[src/rtl/ifmap_loader.sv]
// IMEM ifmap load transmitter: emits load_start, per-pixel timestep/address/data
// transfers for NUM_TS timesteps, load_done, and the weights-done router packet.
module ifmap_loader #(
    parameter int DEPTH_I    = 25,
    parameter int NUM_TS     = 2,
    parameter int WIDTH_addr = 12,
    parameter int PKT_W      = 33,
    parameter int WDONE_ADDR = 11
) (
    input  logic                  clk,
    input  logic                  reset,
    input  logic                  start,
    output logic                  busy,
    output logic                  done,
    input  logic                  pix_valid,
    output logic                  pix_ready,
    input  logic                  pix_data,
    output logic                  ls_valid,
    input  logic                  ls_ready,
    output logic                  ls_data,
    output logic                  ts_valid,
    input  logic                  ts_ready,
    output logic [1:0]            ts_data,
    output logic                  ad_valid,
    input  logic                  ad_ready,
    output logic [WIDTH_addr-1:0] ad_data,
    output logic                  dt_valid,
    input  logic                  dt_ready,
    output logic                  dt_data,
    output logic                  ld_valid,
    input  logic                  ld_ready,
    output logic                  ld_data,
    output logic                  rt_valid,
    input  logic                  rt_ready,
    output logic [PKT_W-1:0]      rt_data,
    output logic [3:0]            fsm_state
);

    // Handshake rule for every channel: a transfer happens on the clk edge where
    // valid and ready are both high; valid and data stay stable until then.

    typedef enum logic [3:0] {
        IDLE    = 4'd0,
        LSTART  = 4'd1,
        FETCH   = 4'd2,
        SEND_TS = 4'd3,
        SEND_AD = 4'd4,
        SEND_DT = 4'd5,
        LDONE   = 4'd6,
        WDONE   = 4'd7,
        FIN     = 4'd8
    } state_t;

    localparam logic [WIDTH_addr-1:0] LAST_ADDR = WIDTH_addr'(DEPTH_I * DEPTH_I - 1);
    localparam logic [1:0]            LAST_TS   = 2'(NUM_TS);
    localparam logic [3:0]            WD_FIELD  = 4'(WDONE_ADDR);
    localparam logic [PKT_W-1:0]      WDONE_PKT = PKT_W'({WD_FIELD, 4'b0000, 25'd0});

    state_t                  state;
    state_t                  state_next;
    logic [1:0]              ts_cnt;
    logic [WIDTH_addr-1:0]   addr_cnt;
    logic                    pix_bit;
    logic                    last_pixel;

    assign last_pixel = (addr_cnt == LAST_ADDR);

    always_ff @(posedge clk or posedge reset) begin
        if (reset) begin
            state <= IDLE;
        end else begin
            state <= state_next;
        end
    end

    always_ff @(posedge clk or posedge reset) begin
        if (reset) begin
            ts_cnt   <= 2'd1;
            addr_cnt <= '0;
            pix_bit  <= 1'b0;
        end else begin
            case (state)
                FETCH: begin
                    if (pix_valid) begin
                        pix_bit <= pix_data;
                    end
                end
                SEND_DT: begin
                    // On the final pixel of the final timestep the counters hold; FIN rewinds them.
                    if (dt_ready) begin
                        if (!last_pixel) begin
                            addr_cnt <= addr_cnt + 1'b1;
                        end else if (ts_cnt != LAST_TS) begin
                            addr_cnt <= '0;
                            ts_cnt   <= ts_cnt + 2'd1;
                        end
                    end
                end
                FIN: begin
                    ts_cnt   <= 2'd1;
                    addr_cnt <= '0;
                end
                default: ;
            endcase
        end
    end

    always_comb begin
        state_next = state;
        busy       = 1'b1;
        done       = 1'b0;
        pix_ready  = 1'b0;
        ls_valid   = 1'b0;
        ts_valid   = 1'b0;
        ad_valid   = 1'b0;
        dt_valid   = 1'b0;
        ld_valid   = 1'b0;
        rt_valid   = 1'b0;
        case (state)
            IDLE: begin
                busy = 1'b0;
                if (start) begin
                    state_next = LSTART;
                end
            end
            LSTART: begin
                ls_valid = 1'b1;
                if (ls_ready) state_next = FETCH;
            end
            FETCH: begin
                pix_ready = 1'b1;
                if (pix_valid) state_next = SEND_TS;
            end
            SEND_TS: begin
                ts_valid = 1'b1;
                if (ts_ready) state_next = SEND_AD;
            end
            SEND_AD: begin
                ad_valid = 1'b1;
                if (ad_ready) state_next = SEND_DT;
            end
            SEND_DT: begin
                dt_valid = 1'b1;
                if (dt_ready) begin
                    state_next = (last_pixel && ts_cnt == LAST_TS) ? LDONE : FETCH;
                end
            end
            LDONE: begin
                ld_valid = 1'b1;
                if (ld_ready) state_next = WDONE;
            end
            WDONE: begin
                rt_valid = 1'b1;
                if (rt_ready) state_next = FIN;
            end
            FIN: begin
                busy       = 1'b0;
                done       = 1'b1;
                state_next = IDLE;
            end
            default: begin
                busy       = 1'b0;
                state_next = IDLE;
            end
        endcase
    end

    // Data lines are driven from held registers so they are stable across any stall.
    assign ls_data   = 1'b1;
    assign ld_data   = 1'b1;
    assign ts_data   = ts_cnt;
    assign ad_data   = addr_cnt;
    assign dt_data   = pix_bit;
    assign rt_data   = WDONE_PKT;
    assign fsm_state = state;

endmodule
[config.mk]
export PLATFORM = sky130hd
export DESIGN_NAME = ifmap_loader
export DESIGN_NICKNAME = d
export VERILOG_FILES = /design/src/rtl/ifmap_loader.sv
export SDC_FILE = /design/constraint.sdc
export NUM_CORES = 1
export LEC_CHECK = 0
export CORE_MARGIN = 2
export CORE_UTILIZATION = 25
export CTS_CLUSTER_DIAMETER = 60
export DETAILED_ROUTE_END_ITERATION = 16
export PLACE_DENSITY = 0.57
export REMOVE_ABC_BUFFERS = 1
export SYNTH_ARGS = -nofsm -noshare
export SYNTH_HDL_FRONTEND = slang
export SYNTH_SLANG_ARGS = --single-unit
[constraint.sdc]
create_clock -name clk -period 2.1 [get_ports clk]
set_input_delay 0.42 -clock clk [delete_from_list [all_inputs] [get_ports clk]]
set_output_delay 0.42 -clock clk [all_outputs]
set_load 0.01 [all_outputs]
==> summary.md, run 1 <==
| Metric | Value |
|---|---|
| Num ports | `74` |
| Final hold vios | `0` |
| Final worst-path cycle share | `104%` |
| Fin. max-slew vios | `0` |
| Worst Setup Path Type | `reg2reg` |
| Worst ir drop on vdd | `approximately 0.47 mV` |
| Max Cap Viol | `0` |
| CP startpoint | `ad_data[1]$_DFFE_PP0P_` |
| Crit path launch type | `register` |
| Top cells by count, synth | `buf_4 (35), dfrtp_1 (18), nor3_1 (16)` |
| Final setup viols | `1` |
| Core ar. | `around 0.006 mm2` |
| Fin Setup TNS | `-0.0926 ns` |
| Initial antenna violation count | `0` |
| Share of cells above drive strength 1 | `about 24%` |
| Die Wd | `between 80 and 90 um` |
| DRC | `0` |
| Mapped Avg Cell Area | `between 9 and 10 um2` |
| Ys Warns | `0` |
| Root Driver | `clkbuf_8` |
| Synth cell types | `47` |
| Vias | `1,402` |
| Critical Path End Type | `register` |
| Hold_buf cts | `0` |
| Fin crit period | `2.19 ns` |
| Worst hold-check path type | `in2async` |
| Design Area, Final | `roughly 0.0022 mm2` |
| Starting Density | `about a quarter` |
| Clk_lat worst skew | `~0.26 ns` |
| Logic gate share of total power | `around two thirds` |
| Ant. Diodes | `0` |
| Post-route ant nets | `0` |
| Switching Share | `between 30% and 40%` |
| Fmax | `about 460 MHz` |
| Mapped Area | `~0.0016 mm2` |
| Layout Utilization | `a little under two fifths` |
| H-tree depth | `1` |
| Detailed Route WL | `4.03 mm` |
| Post-DP HPWL | `2.81 mm` |
| Sequential group share of total power | `between 20% and 30%` |
| Die area | `0.00691 mm2` |
| Die Y | `just over 80 um` |
| Leak | `~1.1 nW` |
| Clock Power Share | `9.9%` |
| CTS tree | `yes` |
| Port Buf Inserts | `38` |
| Cell count after placement | `about 300` |
| Post-synth ARST share | `100%` |
| Total clock sinks | `19` |
| Placer Congestion | `approximately 0.8` |
| Crit path max fanout | `3` |
| Synth Instances | `around 170` |
| Synth top area cells | `dfrtp_1 (29%), buf_4 (17%), nor3_1 (5.1%), a221o_1 (4.5%), mux2i_1 (3.2%)` |
| Int Pwr | `1.64 mW` |
| Pwr/cell area | `roughly 1200 mW/mm2` |
| Cell Count, Final, Fillers Out | `around 310` |
| Arrival @ worst endpoint | `2.38 ns` |
| Clock-pin slew on the worst setup and hold paths | `0.08 ns` |
| CTS Buffer Depth | `2` |
| Synth top area share | `28.8%` |
| Flops & latches, synth | `19` |
| Sequential share of the synthesized area | `30.5%` |
| DP Area | `0.00206 mm2` |
| Status | `complete, but fails checks` |
| Post-synth EDFFs | `0` |
| Req. time, crit path | `2.29 ns` |
| Via density | `~4.5` |
| Final WS setup | `-0.0926 ns` |
| Fin nets | `about 250` |
| Vias in the first global route | `around 1,300` |
| RSZ-0062 raised after global routing | `true` |
| Global-route wire length before repair | `around 6.4 mm` |
| Row cnt | `28` |
| Top-count cell post-synth | `buf_4` |
| GRT overflow | `0` |
| Cell taking the most area after synthesis | `dfrtp_1` |
| Total CTS buffers | `3` |
| Primary FF master, synth | `dfrtp_1` |
| Avg WL per Cell | `approximately 13 um` |
| Overall Power | `2.67 mW` |
| DR iter-0 viols | `42` |
| Fillers | `roughly 600` |
| Clk_skew | `0.00378 ns` |
| Largest net degree at the start of global routing | `20` |
| Violated checks | `setup timing` |
| Psw | `roughly 1.0 mW` |
| Slew at the pin closest to its max-slew limit | `approximately 0.53 ns` |
| RR Startpoint | `ad_data[1]$_DFFE_PP0P_` |
| Total track usage | `around 11%` |
| Synthesis-to-finish area growth | `42.7%` |
| Initial DRT Pass Iterations | `4` |
| Slew Limit Headroom | `between 60% and 70%` |
==> metrics by stage <==
stage / hold slack, ns / setup WS [ns]
6_report: 0.495 / -0.0926
4_1_cts: 0.499 / -0.0695
3_3_place_gp: 0.487 / -0.0301
2_1_floorplan: 0.370 / -0.110
3_5_place_dp: 0.504 / -0.0701
5_1_grt: 0.528 / -0.142
==> state kept, by name (all words and copies together), names as in the netlist <==
name / count
dt_data: 1
ad_data: 12
fsm_state: 4
ts_data: 2
==> logic make-up (layout without fill, tap and decap cells) <==
| kind of cell | count (synthesis) | after routing | share of synthesized area, % |
|---|---|---|---|
| simple gates | 56 | 56 | 21.3 |
| buf+inv | 52 | 85 | 21.6 |
| compound gates | 27 | 27 | 13.8 |
| flops | 19 | 19 | 30.5 |
| mux | 10 | 10 | 7.75 |
| xor+xnor | 4 | 4 | 2.24 |
| fa+ha+maj | 3 | 3 | 2.40 |
| other cells | 2 | 35 | 0.480 |
==> metal layers <==
metal  wire length [um]  vias up  GRT usage (%)  share of wire, %
li1                   -      685              -                 -
met1               2020      650           16.0                50
met2               1730       65           16.9                43
met3                259        2           2.88               6.4
met4                 19        0           2.24              0.47
met5                  0        -              0                 0
==> what timing repair did <==
item | 4_1_cts | 5_1_grt
pin swaps | 0 | 4
resized for setup | 12 | 10
endpoints found under the setup margin | 16 | 15
setup buffers | 3 | 6
==> worst paths after layout <==
kind / endpoint / slack (ns) / depth (start not counted)
max in group asynchronous: ts_data[0]$_DFFE_PP1P_ / 1.33 / 3
hold reg to reg: dt_data$_DFFE_PP0P_ / 0.52 / 1
setup reg to reg: ts_data[0]$_DFFE_PP1P_ / -0.09 / 6
min in group clk: dt_data$_DFFE_PP0P_ / 0.52 / 1
setup / recovery: ts_data[0]$_DFFE_PP1P_ / -0.09 / 6
hold / removal: dt_data$_DFFE_PP0P_ / 0.49 / 3
==> power by group through the flow <==
stage | clock [mW] | sequential [mW] | combinational, mW
global route | 0.284 | 0.667 | 1.91
global placement | 0 | 0.651 | 1.56
CTS | 0.268 | 0.656 | 1.66
floorplan | 0 | 0.796 | 0.623
detailed placement | 0 | 0.657 | 1.57
finish | 0.263 | 0.646 | 1.76
==> layout by cell type (no fill, tap or decap), drive strengths merged, types with 3 or more instances in the layout <==
master	netlist	final
a21oi	3	3
nand2b	3	3
nor3	16	16
dlygate4sd2	0	3
mux2i	5	5
nand4	3	3
ha	3	3
a221o	7	7
dlymetal6s2s	0	4
dfrtp	18	18
nand2	7	7
nor4	4	4
a22o	4	4
mux2	4	4
nor2	6	6
inv	8	8
clkdlybuf4s50	0	32
conb	2	35
o21ai	4	4
o31ai	3	3
clkbuf	5	4
nand3	3	3
buf	39	34
==> cell type report <==
class | instances | area [um2] | share of cell area [%]
Sequential cell | 19 | 482 | 21.6
Tap cell | 75 | 93.8 | 4.20
Multi-Input combinational cell | 135 | 923 | 41.3
Inverter | 8 | 30.0 | 1.34
Clock buffer | 4 | 45.0 | 2.02
Timing Repair Buffer | 73 | 659 | 29.5
==> worst max-delay path, cell delays in order, from the launching register on <==
cell and delay (ns):
dfrtp_1 0.39, inv_2 0.08, ha_4 0.12, or4b_4 0.46, or3_4 0.38, a2111o_1 0.43
mux2_4 0.26
Power figures use the tool's default switching activity.
==> run 2, diff against run 1 <==
- CORE_MARGIN: 2 -> 3
==> run 2 against run 1 <==
  * The run still ends with setup timing left
  * Register-to-register slack better by 0.04 ns
  * Worst hold slack worse by 0.016 ns
  * Via count rose by 0.93%
  * Routed wire length shrank 4.6%
  * Sequential share of layout area up 0.18 points
  * Cell count is the same
  * Sequential power grew 2%
  * Die area up 4.9%
  * Fmax rose by 1.7%
  * First-iteration DRC count decreased by 7.1%
  * Flip-flop and latch count did not move
  * Critical path type unchanged
  * Largest cell class unchanged
==> summary.md, run 2 (synthesis gave the netlist of run 1 again) <==
| Metric | Value |
|---|---|
| DRC | `0 (unchanged)` |
| Total track usage | `10.7% (-0.47 points)` |
| Clk_skew | `0.00508 ns (+0.00130 ns)` |
| Port Buf Inserts | `38 (unchanged)` |
| Fillers | `599 (+0.50%)` |
| Fin crit period | `2.16 ns (-0.0364 ns)` |
| Synthesis-to-finish area growth | `41.5%` |
| Clock-pin slew on the worst setup and hold paths | `0.08 ns (about the same)` |
| Share of cells above drive strength 1 | `24.3% (unchanged)` |
| CTS Buffer Depth | `2 (unchanged)` |
| Via density | `4.51 (+0.93%)` |
| Final hold vios | `0 (unchanged)` |
| Largest net degree at the start of global routing | `20 (unchanged)` |
| Initial antenna violation count | `0 (unchanged)` |
| Fmax | `464 MHz (+1.7%)` |
| Arrival @ worst endpoint | `2.35 ns (-0.03 ns)` |
| Ant. Diodes | `0 (unchanged)` |
| Crit path launch type | `register` |
| Worst Setup Path Type | `reg2reg` |
| Initial DRT Pass Iterations | `4 (unchanged)` |
| Starting Density | `26.1% (unchanged)` |
| Most common cell after layout, fill and taps aside | `conb_1` |
| Max Cap Viol | `0 (unchanged)` |
| Status | `complete, but fails checks` |
| Num ports | `74 (unchanged)` |
| Crit path buf inv count | `1 (unchanged)` |
| Die Wd | `85.1 um (+2.4%)` |
| Worst-path cell chain | `inv_2, ha_1, or4b_4, or3_4, a2111o_1, mux2_4` |
| Worst ir drop on vdd | `0.592 mV (+27%)` |
| Crit path max fanout | `2 (-1)` |
| R2R setup slack | `-0.06 ns (+0.04 ns)` |
| Fin. max-slew vios | `0 (unchanged)` |
| Violated checks | `setup timing` |
| Clk_lat worst skew | `0.26 ns (about the same)` |
| Final setup viols | `1 (unchanged)` |
| H-tree depth | `1 (unchanged)` |
| Final worst-path cycle share | `103% (-1.7 points)` |
| Post-route ant nets | `0 (unchanged)` |
| Largest delay contributor family on the critical path | `simple AND/OR/NAND/NOR gates` |
| CP max stage delay | `0.45 ns (about the same)` |
| GRT overflow | `0 (unchanged)` |
| FF+latch area | `482 um2 (unchanged)` |
| Row cnt | `28 (unchanged)` |
| Placer Congestion | `0.777 (-2.7%)` |
| Die area | `0.00725 mm2 (+4.9%)` |
| RSZ-0062 raised after global routing | `true` |
| Worst slack, placed | `-0.0610 ns (+0.00910 ns)` |
| DR iter-0 viols | `39 (-7.1%)` |
| Worst hold-check path type | `in2async` |
| Vias | `1,415 (+0.93%)` |
| Final WS setup | `-0.0562 ns (+0.0364 ns)` |
| Die Y | `85.1 um (+2.4%)` |
| Pwr/cell area | `1190 mW/mm2 (-0.52%)` |
| Core ar. | `0.00599 mm2 (unchanged)` |
| Avg WL per Cell | `12.2 um (-4.6%)` |
| Total clock sinks | `19 (unchanged)` |
| Total CTS buffers | `3 (unchanged)` |
| Critical Path End Type | `register` |
| Vias in the first global route | `1,266 (+0.96%)` |
| Most frequent cells in the layout | `conb_1 (35), buf_4 (34), clkdlybuf4s50_1 (31)` |
| Global-route wire length before repair | `6.22 mm (-3.3%)` |
| Req. time, crit path | `2.29 ns (about the same)` |
| CP max stage cell | `or4b_4` |
| CTS tree | `yes` |
| Max reg flops | `12 (unchanged)` |
| Multi-input gate area | `913 um2 (-1.1%)` |
| Fin nets | `254 (unchanged)` |
| Detailed Route WL | `3.85 mm (-4.6%)` |
| Root Driver | `clkbuf_8` |
| Overall Power | `2.63 mW (-1.4%)` |
| Leak | `1.04 nW (-1.3%)` |
| Post-DP HPWL | `2.85 mm (+1.2%)` |
==> run 2: repair_timing <==
action,in CTS,in global routing
hold buffers,0,0
pin swaps,0,1
setup endpoints to repair,17,16
resized for setup,13,7
setup buffers,2,6
gates cloned,0,0
endpoints found under the hold margin,0,0
==> run 2: where the power goes <==
part / switching (mW) / leakage [nW] / internal (mW) / total [mW]
Combinational: 0.740 / 0.776 / 0.965 / 1.71
Sequential: 0.147 / 0.236 / 0.513 / 0.660
Clock: 0.135 / 0.0255 / 0.132 / 0.268
Total: 1.02 / 1.04 / 1.61 / 2.63
==> run 2: layer usage <==
metal / GRT usage (%) / vias to the layer above / routed length (um)
li1: - / 690 / -
met1: 14.9 / 645 / 1820
met2: 15.8 / 76 / 1590
met3: 3.50 / 4 / 389
met4: 3.02 / 0 / 43
met5: 0 / - / 0
==> run 2: cell type report <==
type	count	share of cell area (%)
Multi-Input combinational cell	135	41.2
Timing Repair Buffer	73	29.3
Sequential cell	19	21.8
Tap cell	75	4.24
Clock buffer	3	1.86
Inverter	8	1.36
Clock inverter	1	0.226
==> run 2: metrics by stage <==
stage          instance area, um2  util (%)  hold WS [ns]  TNS (ns)  instances
5_1_grt                      2210      37.0         0.515    -0.322        314
2_1_floorplan                1380         -         0.370    -0.820        162
3_5_place_dp                 2060      34.4         0.491    -0.134        302
3_3_place_gp                 2060      34.4         0.487   -0.0384        302
6_report                     2210      37.0         0.479   -0.0562        314
4_1_cts                      2150      35.9         0.490    -0.126        308
==> run 2: worst register-to-register path, cell delays in order (launching register included) <==
cell and delay [ns]:
dfrtp_1 0.40, inv_2 0.06, ha_1 0.13, or4b_4 0.45
or3_4 0.40, a2111o_1 0.39, mux2_4 0.26
==> run 2: worst paths after layout <==
| path | startpoint | endpoint | cells past startpoint |
|---|---|---|---|
| worst max register to register | ad_data[0]$_DFFE_PP0P_ | ts_data[0]$_DFFE_PP1P_ | 6 |
| worst max-delay path | ad_data[0]$_DFFE_PP0P_ | ts_data[0]$_DFFE_PP1P_ | 6 |
| worst min register to register | dt_data$_DFFE_PP0P_ | dt_data$_DFFE_PP0P_ | 1 |
| min in group clk | dt_data$_DFFE_PP0P_ | dt_data$_DFFE_PP0P_ | 1 |
| max in group asynchronous | reset | ts_data[0]$_DFFE_PP1P_ | 3 |
| worst min-delay path | reset | ad_data[6]$_DFFE_PP0P_ | 3 |
==> run 3, diff against run 2 <==
- SETUP_SLACK_MARGIN: not set -> 0.4
==> run 3 against run 2 <==
  * The flow still finishes with violations (setup timing)
  * Cell count increased by 7.6%
  * Worst setup slack worse by 0.0021 ns
  * Design area up 14%
  * Sequential power decreased by 5.3%
  * Clock power about the same
  * Die area unchanged
  * Core utilization up 5.0 points
  * Global-route usage increased by 1.8 points
  * Fmax about the same
  * Clock-buffer cell count is the same
  * Combinational power rose by 26%
  * Non-clock buffer count is 23 higher
  * Highest routed layer unchanged
==> summary.md, run 3 (synthesis gave the netlist of run 1 again) <==
| Metric | Value |
|---|---|
| Status | `complete, but fails checks` |
| Violated checks | `setup timing` |
| Detailed Route WL | `4.58 mm (+19%)` |
| CTS Buffer Depth | `2 (unchanged)` |
| Final setup viols | `2 (+1)` |
| Crit path launch type | `register` |
| Final worst-path cycle share | `103% (about the same)` |
| Initial antenna violation count | `0 (unchanged)` |
| Port Buf Inserts | `38 (unchanged)` |
| Worst Setup Path Type | `reg2reg` |
| H-tree depth | `1 (unchanged)` |
| Num ports | `74 (unchanged)` |
| Synthesis-to-finish area growth | `60.7%` |
| CTS tree | `yes` |
| Total clock sinks | `19 (unchanged)` |
| Total track usage | `12.5% (+1.8 points)` |
| Final hold vios | `0 (unchanged)` |
| Row cnt | `28 (unchanged)` |
| Timing endpoint of the critical path | `ts_data[0]$_DFFE_PP1P_` |
| Fmax | `463 MHz (about the same)` |
| Vias in the first global route | `1,431 (+13%)` |
| Ant. Diodes | `0 (unchanged)` |
| Placer Congestion | `0.777 (unchanged)` |
| Total CTS buffers | `3 (unchanged)` |
| Global-route wire length before repair | `7.18 mm (+15%)` |
| Clk_lat worst skew | `0.26 ns (about the same)` |
| Max Cap Viol | `0 (unchanged)` |
| Die area | `0.00725 mm2 (unchanged)` |
| Reg2reg end | `ts_data[0]$_DFFE_PP1P_` |
| Req. time, crit path | `2.30 ns (about the same)` |
| Fin Setup TNS | `-0.0747 ns (-0.0185 ns)` |
| Clock-pin slew on the worst setup and hold paths | `0.08 ns (about the same)` |
| R2R setup slack | `-0.06 ns (about the same)` |
| Leak | `1.20 nW (+16%)` |
| Vias | `1,551 (+9.6%)` |
| Share of cells above drive strength 1 | `43.3% (+19 points)` |
| CP startpoint | `ad_data[0]$_DFFE_PP0P_` |
| Crit path max fanout | `2 (unchanged)` |
| Fillers | `581 (-3.0%)` |
| DRC | `0 (unchanged)` |
| Layout Utilization | `42.0% (+5.0 points)` |
| Largest net degree at the start of global routing | `20 (unchanged)` |
| Worst hold-check path type | `in2async` |
| Core ar. | `0.00599 mm2 (unchanged)` |
| Final WS setup | `-0.0583 ns (-0.00208 ns)` |
| Fin. max-slew vios | `0 (unchanged)` |
| Overall Power | `3.05 mW (+16%)` |
| Initial DRT Pass Iterations | `4 (unchanged)` |
| Root Driver | `clkbuf_8` |
| Most common cell after layout, fill and taps aside | `buf_4` |
| DR iter-0 viols | `36 (-7.7%)` |
| Fin crit period | `2.16 ns (+0.00208 ns)` |
| Post-route ant nets | `0 (unchanged)` |
| Worst ir drop on vdd | `0.568 mV (-4.1%)` |
| GRT overflow | `0 (unchanged)` |
| Die Wd | `85.1 um (unchanged)` |
| Worst-path cell chain | `inv_2, ha_1, or4b_4, or3_4, a2111o_1, mux2_4` |
| RSZ-0062 raised after global routing | `true` |
| Via density | `4.59 (+1.8%)` |
| Critical Path End Type | `register` |
| RR Startpoint | `ad_data[0]$_DFFE_PP0P_` |
| Arrival @ worst endpoint | `2.35 ns (about the same)` |
| Post-DP HPWL | `2.85 mm (unchanged)` |
| Max reg flops | `12 (unchanged)` |
| Fin nets | `278 (+9.4%)` |
| Avg WL per Cell | `13.6 um (+11%)` |
| Clk_skew | `0.00409 ns (-0.000989 ns)` |
| CP max stage delay | `0.45 ns (about the same)` |
| Starting Density | `26.1% (unchanged)` |
| Most frequent cells in the layout | `buf_4 (43), conb_1 (35), buf_6 (16)` |
| CP max stage cell | `or4b_4` |
| Die Y | `85.1 um (unchanged)` |
| R2R depth | `6 (unchanged)` |
| Pwr/cell area | `1210 mW/mm2 (+2.2%)` |
==> run 3: changes by cell type in the layout (fill, tap and decap cells not counted), moves of 3 or more <==
cell and change:
buf_6 +15, clkdlybuf4s50_1 -18, buf_4 +9, nor3_1 -3
dlygate4sd2_1 +7, buf_2 +8
==> run 3: repair_timing <==
action,CTS,global route
gates cloned,1,0
setup buffers,20,11
hold buffers,0,0
pin swaps,9,10
endpoints found under the setup margin,43,27
gates resized for setup,86,28
==> run 3: cell type report <==
type                            count  area (um2)  share of cell area (%)
Multi-Input combinational cell    136        1040                    41.4
Timing Repair Buffer               96         815                    32.4
Sequential cell                    19         484                    19.3
Tap cell                           75        93.8                    3.73
Clock buffer                        3        41.3                    1.64
Inverter                            8        33.8                    1.34
Clock inverter                      1        5.00                   0.199
==> run 3: worst min path at each step <==
stage / from / end / slack (ns)
2_1_floorplan: reset / ad_data[0]$_DFFE_PP0P_ / 0.37
3_3_place_gp: dt_data$_DFFE_PP0P_ / dt_data$_DFFE_PP0P_ / 0.49
3_5_place_dp: dt_data$_DFFE_PP0P_ / dt_data$_DFFE_PP0P_ / 0.49
4_1_cts: reset / ad_data[6]$_DFFE_PP0P_ / 0.49
5_1_grt: reset / ad_data[6]$_DFFE_PP0P_ / 0.51
6_report: reset / ad_data[11]$_DFFE_PP0P_ / 0.48
==> run 3: per-layer routing <==
layer	GRT usage [%]	vias to the layer above	share of wire, %
li1	-	743	-
met1	16.3	718	44
met2	20.3	82	46
met3	3.50	8	8.6
met4	3.02	0	1.7
met5	0	-	0
==> run 3: power by group <==
part	total [mW]	internal (mW)	switching, mW
combinational	2.16	1.19	0.971
clock	0.270	0.132	0.137
sequential	0.625	0.517	0.109
total	3.05	1.84	1.22
==> run 3: metrics by stage <==
step	cell area, um2	worst slack (ns)	instances	hold WS, ns
floorplan	1380	-0.110	162	0.370
global placement	2060	-0.0182	302	0.487
detailed placement	2060	-0.0610	302	0.491
CTS	2380	-0.0673	327	0.490
global route	2510	-0.111	338	0.512
finish	2510	-0.0583	338	0.480
==> run 3: critical path: cells and delay by family (launching register included) <==
kind            cells  cell delay, ns
compound gates      1            0.39
fa+ha+maj           1            0.13
buf+inv             1            0.06
flops               1            0.40
mux                 1            0.26
simple gates        2            0.85
